[src/rtl/pmem_arbiter_ctrl.sv]
// rtl/pmem_arbiter_ctrl.sv - I/D cache to single memory port arbiter with D priority and I starvation guard
module pmem_arbiter_ctrl #(
  parameter int unsigned STARVE_MAX = 4
) (
  input  logic         clk,
  input  logic         rst,
  input  logic [31:0]  i_pmem_address,
  input  logic         i_pmem_read,
  output logic [255:0] i_pmem_rdata,
  output logic         i_pmem_resp,
  input  logic [31:0]  d_pmem_address,
  input  logic         d_pmem_read,
  input  logic         d_pmem_write,
  input  logic [255:0] d_pmem_wdata,
  output logic [255:0] d_pmem_rdata,
  output logic         d_pmem_resp,
  input  logic [255:0] pmem_rdata_c,
  input  logic         pmem_resp_c,
  output logic [31:0]  pmem_address_c,
  output logic         pmem_read_c,
  output logic         pmem_write_c,
  output logic [255:0] pmem_wdata_c,
  output logic         arb_busy
);

  typedef enum logic [1:0] {
    IDLE    = 2'd0,
    GRANT_I = 2'd1,
    GRANT_D = 2'd2,
    RESP    = 2'd3
  } state_t;

  localparam logic [3:0] STARVE_LIM = 4'(STARVE_MAX);

  state_t         state_q, state_d;
  logic [3:0]     starve_q, starve_d;
  logic [31:0]    addr_q, addr_d;
  logic [255:0]   wdata_q, wdata_d;
  logic           write_q, write_d;
  logic           owner_d_q, owner_d_d;   // 1: D-cache owns the transaction, 0: I-cache
  logic [255:0]   rdata_q, rdata_d;

  logic           d_req;
  logic           i_forced;

  assign d_req    = d_pmem_read | d_pmem_write;
  assign i_forced = i_pmem_read && (starve_q == STARVE_LIM);

  // Next-state, capture and output decode; outputs depend only on registered state
  always_comb begin
    state_d        = state_q;
    starve_d       = starve_q;
    addr_d         = addr_q;
    wdata_d        = wdata_q;
    write_d        = write_q;
    owner_d_d      = owner_d_q;
    rdata_d        = rdata_q;
    i_pmem_rdata   = '0;
    i_pmem_resp    = 1'b0;
    d_pmem_rdata   = '0;
    d_pmem_resp    = 1'b0;
    pmem_address_c = '0;
    pmem_read_c    = 1'b0;
    pmem_write_c   = 1'b0;
    pmem_wdata_c   = '0;
    arb_busy       = (state_q != IDLE);

    case (state_q)
      IDLE: begin
        if (d_req && !i_forced) begin
          state_d   = GRANT_D;
          addr_d    = d_pmem_address;
          wdata_d   = d_pmem_wdata;
          // a simultaneous read and write request resolves to a read
          write_d   = d_pmem_write & ~d_pmem_read;
          owner_d_d = 1'b1;
          if (i_pmem_read && (starve_q < STARVE_LIM)) begin
            starve_d = starve_q + 4'd1;
          end
        end else if (i_pmem_read) begin
          state_d   = GRANT_I;
          addr_d    = i_pmem_address;
          wdata_d   = '0;
          write_d   = 1'b0;
          owner_d_d = 1'b0;
          starve_d  = '0;
        end
      end

      GRANT_I, GRANT_D: begin
        pmem_address_c = addr_q;
        pmem_wdata_c   = wdata_q;
        pmem_read_c    = ~write_q;
        pmem_write_c   = write_q;
        if (pmem_resp_c) begin
          if (!write_q) begin
            rdata_d = pmem_rdata_c;
          end
          state_d = RESP;
        end
      end

      RESP: begin
        if (owner_d_q) begin
          d_pmem_resp  = 1'b1;
          d_pmem_rdata = write_q ? '0 : rdata_q;
        end else begin
          i_pmem_resp  = 1'b1;
          i_pmem_rdata = rdata_q;
        end
        // always pass through IDLE so a requester dropping its line is not re-granted
        state_d = IDLE;
      end

      default: begin
        state_d = IDLE;
      end
    endcase
  end

  // State and capture registers with synchronous active-low reset
  always_ff @(posedge clk) begin
    if (!rst) begin
      state_q   <= IDLE;
      starve_q  <= '0;
      addr_q    <= '0;
      wdata_q   <= '0;
      write_q   <= 1'b0;
      owner_d_q <= 1'b0;
      rdata_q   <= '0;
    end else begin
      state_q   <= state_d;
      starve_q  <= starve_d;
      addr_q    <= addr_d;
      wdata_q   <= wdata_d;
      write_q   <= write_d;
      owner_d_q <= owner_d_d;
      rdata_q   <= rdata_d;
    end
  end

endmodule

[config.mk]
export PLATFORM = sky130hd
export DESIGN_NAME = pmem_arbiter_ctrl
export DESIGN_NICKNAME = d
export VERILOG_FILES = /design/src/rtl/pmem_arbiter_ctrl.sv
export SDC_FILE = /design/constraint.sdc
export NUM_CORES = 2
export LEC_CHECK = 0
export ABC_AREA = 1
export CAP_MARGIN = 20
export CORE_AREA = 2 2 533 535
export CTS_BUF_LIST = sky130_fd_sc_hd__clkbuf_4
export DETAILED_ROUTE_END_ITERATION = 10
export DIE_AREA = 0 0 535 537
export SKIP_CTS_REPAIR_TIMING = 1
export SYNTH_ARGS = -nofsm -noshare
export SYNTH_HDL_FRONTEND = slang
export SYNTH_SLANG_ARGS = --single-unit
export TNS_END_PERCENT = 30
[constraint.sdc]
create_clock -name clk -period 3.99 [get_ports clk]
set_clock_uncertainty 0.2 [all_clocks]
set_input_delay 0.399 -clock clk [delete_from_list [all_inputs] [get_ports clk]]
set_output_delay 0.399 -clock clk [all_outputs]
set_load 0.02 [all_outputs]
# [Word-level counts from Yosys, hierarchy flattened]
# Cells that the tools add are included.
# W data, S select, Z words.
[totals] out_inout_bits=805 ram_bits=0 wordCells=59 latch_bits=0 input_bits=582 rom_bits=0 memories=0 register_bits=552
[classes] bitwise=4 eq_ne=7 n_lt_le_gt_ge=1 n_addsub=1 n_div=0 multipliers=0 shifts=0 n_reduce_logical=12 muxes=27
[op_table] operator="$mux W256" n=8
[op_table] operator="$mux W32" n=3
[op_table] operator="$mux W4" n=3
[op_table] operator="$mux W1" n=9
[op_table] operator="$mux W2" n=3
[op_table] operator="$pmux W2 S3" n=1
[op_table] operator="$reduce_and A3 Y1" n=2
[op_table] operator="$add A4 B1 Y4 const B" n=1
[op_table] operator="$eq A2 B2 Y1 const B" n=2
[op_table] operator="$eq A4 B3 Y1 const B" n=1
[op_table] operator="$lt A4 B3 Y1 const B" n=1
[op_table] operator="$reduce_and A2 Y1" n=2
[op_table] operator="$reduce_bool A2 Y1" n=2
[op_table] operator="$logic_and A1 B1 Y1" n=3
[op_table] operator="$ne A3 B3 Y1 const B" n=1
[op_table] operator="$eq A2 B1 Y1 const B" n=1
[op_table] operator="$logic_not A2 Y1" n=1
[op_table] operator="$ne A2 B1 Y1 const B" n=1
[op_table] operator="$ne A2 B2 Y1 const B" n=1
[op_table] operator="$not A1 Y1" n=2
[op_table] operator="$reduce_or A2 Y1" n=1
[op_table] operator="$and A1 B1 Y1" n=1
[op_table] operator="$logic_not A1 Y1" n=1
[op_table] operator="$or A1 B1 Y1" n=1

# [Depth between registers and ports, before layout]
[logic_depth] ltp_word=6 ltp_mapped=12 depth_no_buf=11

# [Worst setup path before layout]
# No wires, ideal clock.
[synth_path] path_kind="register -> output" startpoint="reg state_q[0]" endpoint="out i_pmem_rdata[215]" slack_ps=1704 required_ps=3391 t_arrival_ps=1687 stages_incl_launch_ff=8 n_path_buf=2 path_cell_list="dfxtp_1 ha_1 inv_1 nor2_1 inv_1 clkbuf_1 clkbuf_1 nor2_1"
[synth_via] elab_chain_len=2
[synth_rtl] element="start, declared" line_no="35" text="state_t state_q, state_d;"
[synth_rtl] element="start signal, assigned" line_no="132" text="state_q <= state_d;"
[synth_rtl] element="$eq A2 B2 Y1" line_no="68" text="case (state_q)"
[synth_rtl] element="$mux W256" line_no="68"
[synth_rtl] element="end, declared" line_no="9" text="output logic [255:0] i_pmem_rdata,"
# Every way passes these cells.

# [Worst setup path in the final report]
[layout_path] startpoint="reg state_q[1]" endpoint="out d_pmem_rdata[152]"
[layout_via] elab_chain_len=2
[layout_rtl] element="$eq A2 B2 Y1" line_no="68"
[layout_rtl] element="$mux W256" line_no="68"
[layout_rtl] element="end, declared" line_no="15" text="output logic [255:0] d_pmem_rdata,"
# Every way passes these cells.

==> metrics <==
Die W 535 um; CTS tree built; asr flop ratio synth 0%; Mapped Area 0.0244 mm2; worst hold start rst; sequential area share after synthesis 45.3%; htree depth 4; setup violators final 0; Crit. End Element output pin; top routing layer used met5; post-layout instance area 0.0523 mm2; total congestion overflow 0; core footprint 0.281 mm2; CTS sink cnt 552; met2 wire length 96.7 mm; Startpoint Class flip-flop; Metal-1 WL 91.8 mm; WL final 224 mm; drt initial violations 2,238; Synth Flop Type dfxtp_1; CP Max Fanout 35; Area growth syn-to-layout 114%; worst vdd ir 0.435 mV; post-route clock period utilization 96.5%; CP startpoint state_q[1]$_SDFFE_PN0P_; Tmin final 3.85 ns; Routed Antenna Nets 0; die area 0.287 mm2; die extent in y 537 um; Clock transition at path regs 0.06 ns; IO Pins 1,387; leak pwr 0.0302 uW; Arr. time, crit path 3.25 ns; WP data required 3.39 ns; Power per Cell Area 549 mW/mm2; Post-synth EDFFs 0; synthesized flop and latch total 552; all-layer global routing usage 14.3%; unrepaired setup endpoints after global routing true; Port Buffers 1,386; fillers 31,600; metal3 WL 24.2 mm; share of layout cells above drive strength 1 6.91%; clk_lat worst skew 1.11 ns; total CTS buffers 172; placement row count 195; first-pass GRT wire length 272 mm; 1st-pass router iterations 6; antenna violations before repair 158; Via-to-Cell Ratio 3.47; DP Cell Count 8,694; post-route insts no fill 9,670; multi-input combinational cell area 0.00990 mm2; worst-margin pin slew 0.826 ns; max-slew violation count 0; Fmax 0.260 GHz; worst min path class in -> reg; DP Area 0.0425 mm2; Synth warnings 0; critical path class reg -> out; Cells after Synth 3,756; number of nets in the layout 6,318; GP Congestion 0.960; Slew headroom 45.0%; final hold violation count 0; largest net degree at the start of global routing 126; status completed; # DRC 0; Max clock buf depth 4; max-cap viol count 0; vias in the first global route 28,600; Netlist cell types 23; register area 0.0111 mm2; Detail Placement HPWL 182 mm; Starting Density 8.67%; Reg-to-Reg Start state_q[1]$_SDFFE_PN0P_; WL/cell 23.2 um; via count 33,500; synthesized area per cell 6.50 um2; Post-Synthesis Net Count 4,343; Root Driver clkbuf_4
==> metal layers <==
layer / up-vias / global-route usage [%]
met5: - / 0.609
met4: 42 / 6.26
met3: 503 / 6.17
met2: 1930 / 21.7
met1: 15600 / 17.3
li1: 15500 / -
==> critical path, stage by stage, from the launching register on <==
cell and delay [ns]:
dfxtp_1 0.36, ha_1 0.18, nand2_1 0.07, or2_4 0.36, buf_4 0.32, nor2_1 0.16, clkdlybuf4s50_1 0.64
==> through the flow <==
stage	power [uW]	hold WS, ns	setup WS (ns)	setup TNS (ns)	util (%)
2_1_floorplan	14500	0.236	1.70	0	-
6_report	28700	0.106	0.139	0	18.6
4_1_cts	28100	-0.721	-0.776	-245.58	15.9
3_3_place_gp	21900	0.253	0.552	0	15.1
5_1_grt	30600	-0.0261	-0.168	-13.02	18.5
3_5_place_dp	22000	0.256	0.611	0	15.1
==> power by group <==
group	total (uW)	internal, uW	switching [uW]
registers	8100	7160	943
logic	14700	4630	10100
clock network	5890	2960	2930
==> final cells by class <==
cell class,instances,share of cell area (%)
antenna,81,0.387
clock buffer,241,3.46
clock inverter,48,0.564
inverter,600,4.35
multi-input combinational,2329,18.9
sequential,552,21.1
tap,3743,8.95
timing repair buffer,2076,42.2
==> synth_stat cells, types with 5 or more instances <==
library cell | number | area share [%]
a21oi_1 | 516 | 11
buf_2 | 88 | 1.8
buf_4 | 30 | 0.92
clkbuf_1 | 156 | 2.4
dfxtp_1 | 552 | 45
ha_1 | 5 | 0.26
inv_1 | 594 | 9.1
inv_2 | 5 | 0.077
nand2_1 | 915 | 14
nand3_1 | 42 | 0.86
nor2_1 | 584 | 9.0
o21ai_0 | 188 | 3.9
o21ai_1 | 68 | 1.4
==> registers in the layout, summed over array words and instances (netlist names) <==
register / flops
addr_q: 32
owner_d_q: 1
rdata_q: 256
starve_q: 4
state_q: 2
wdata_q: 256
write_q: 1
==> logic make-up (layout without fill, tap and decap cells) <==
family                     after synthesis  count (layout)  share of synthesized area [%]
DFF                                    552             552                           45.3
buffers and inverters                  875            2965                           14.4
adders and majority gates                5               5                          0.256
and+or+nand+nor                       1551            1551                           24.2
AOI/OAI and AO/OA                      773             773                           15.9
other                                    0              81                              0
==> worst paths after layout <==
kind                                    end  cells past startpoint  slack (ns)
setup / recovery          d_pmem_rdata[152]                      6        0.14
hold / removal     rdata_q[76]$_SDFFE_PN0P_                      4        0.11
setup reg to reg  rdata_q[164]$_SDFFE_PN0P_                      9        0.92
hold reg to reg   wdata_q[166]$_SDFFE_PN0P_                      2        0.26
==> placed cells by master, fill, tap and decap left out, types with 42 or more instances in the layout <==
cell type        instances
nand2_1                915
clkdlybuf4s50_1        819
dlygate4sd3_1          599
inv_1                  593
nor2_1                 580
dfxtp_1                552
dlymetal6s2s_1         533
a21oi_1                516
clkbuf_4               241
o21ai_0                188
buf_4                   98
diode_2                 81
o21ai_1                 68
nand3_1                 42
No activity file was read; power rests on OpenSTA's default activity.
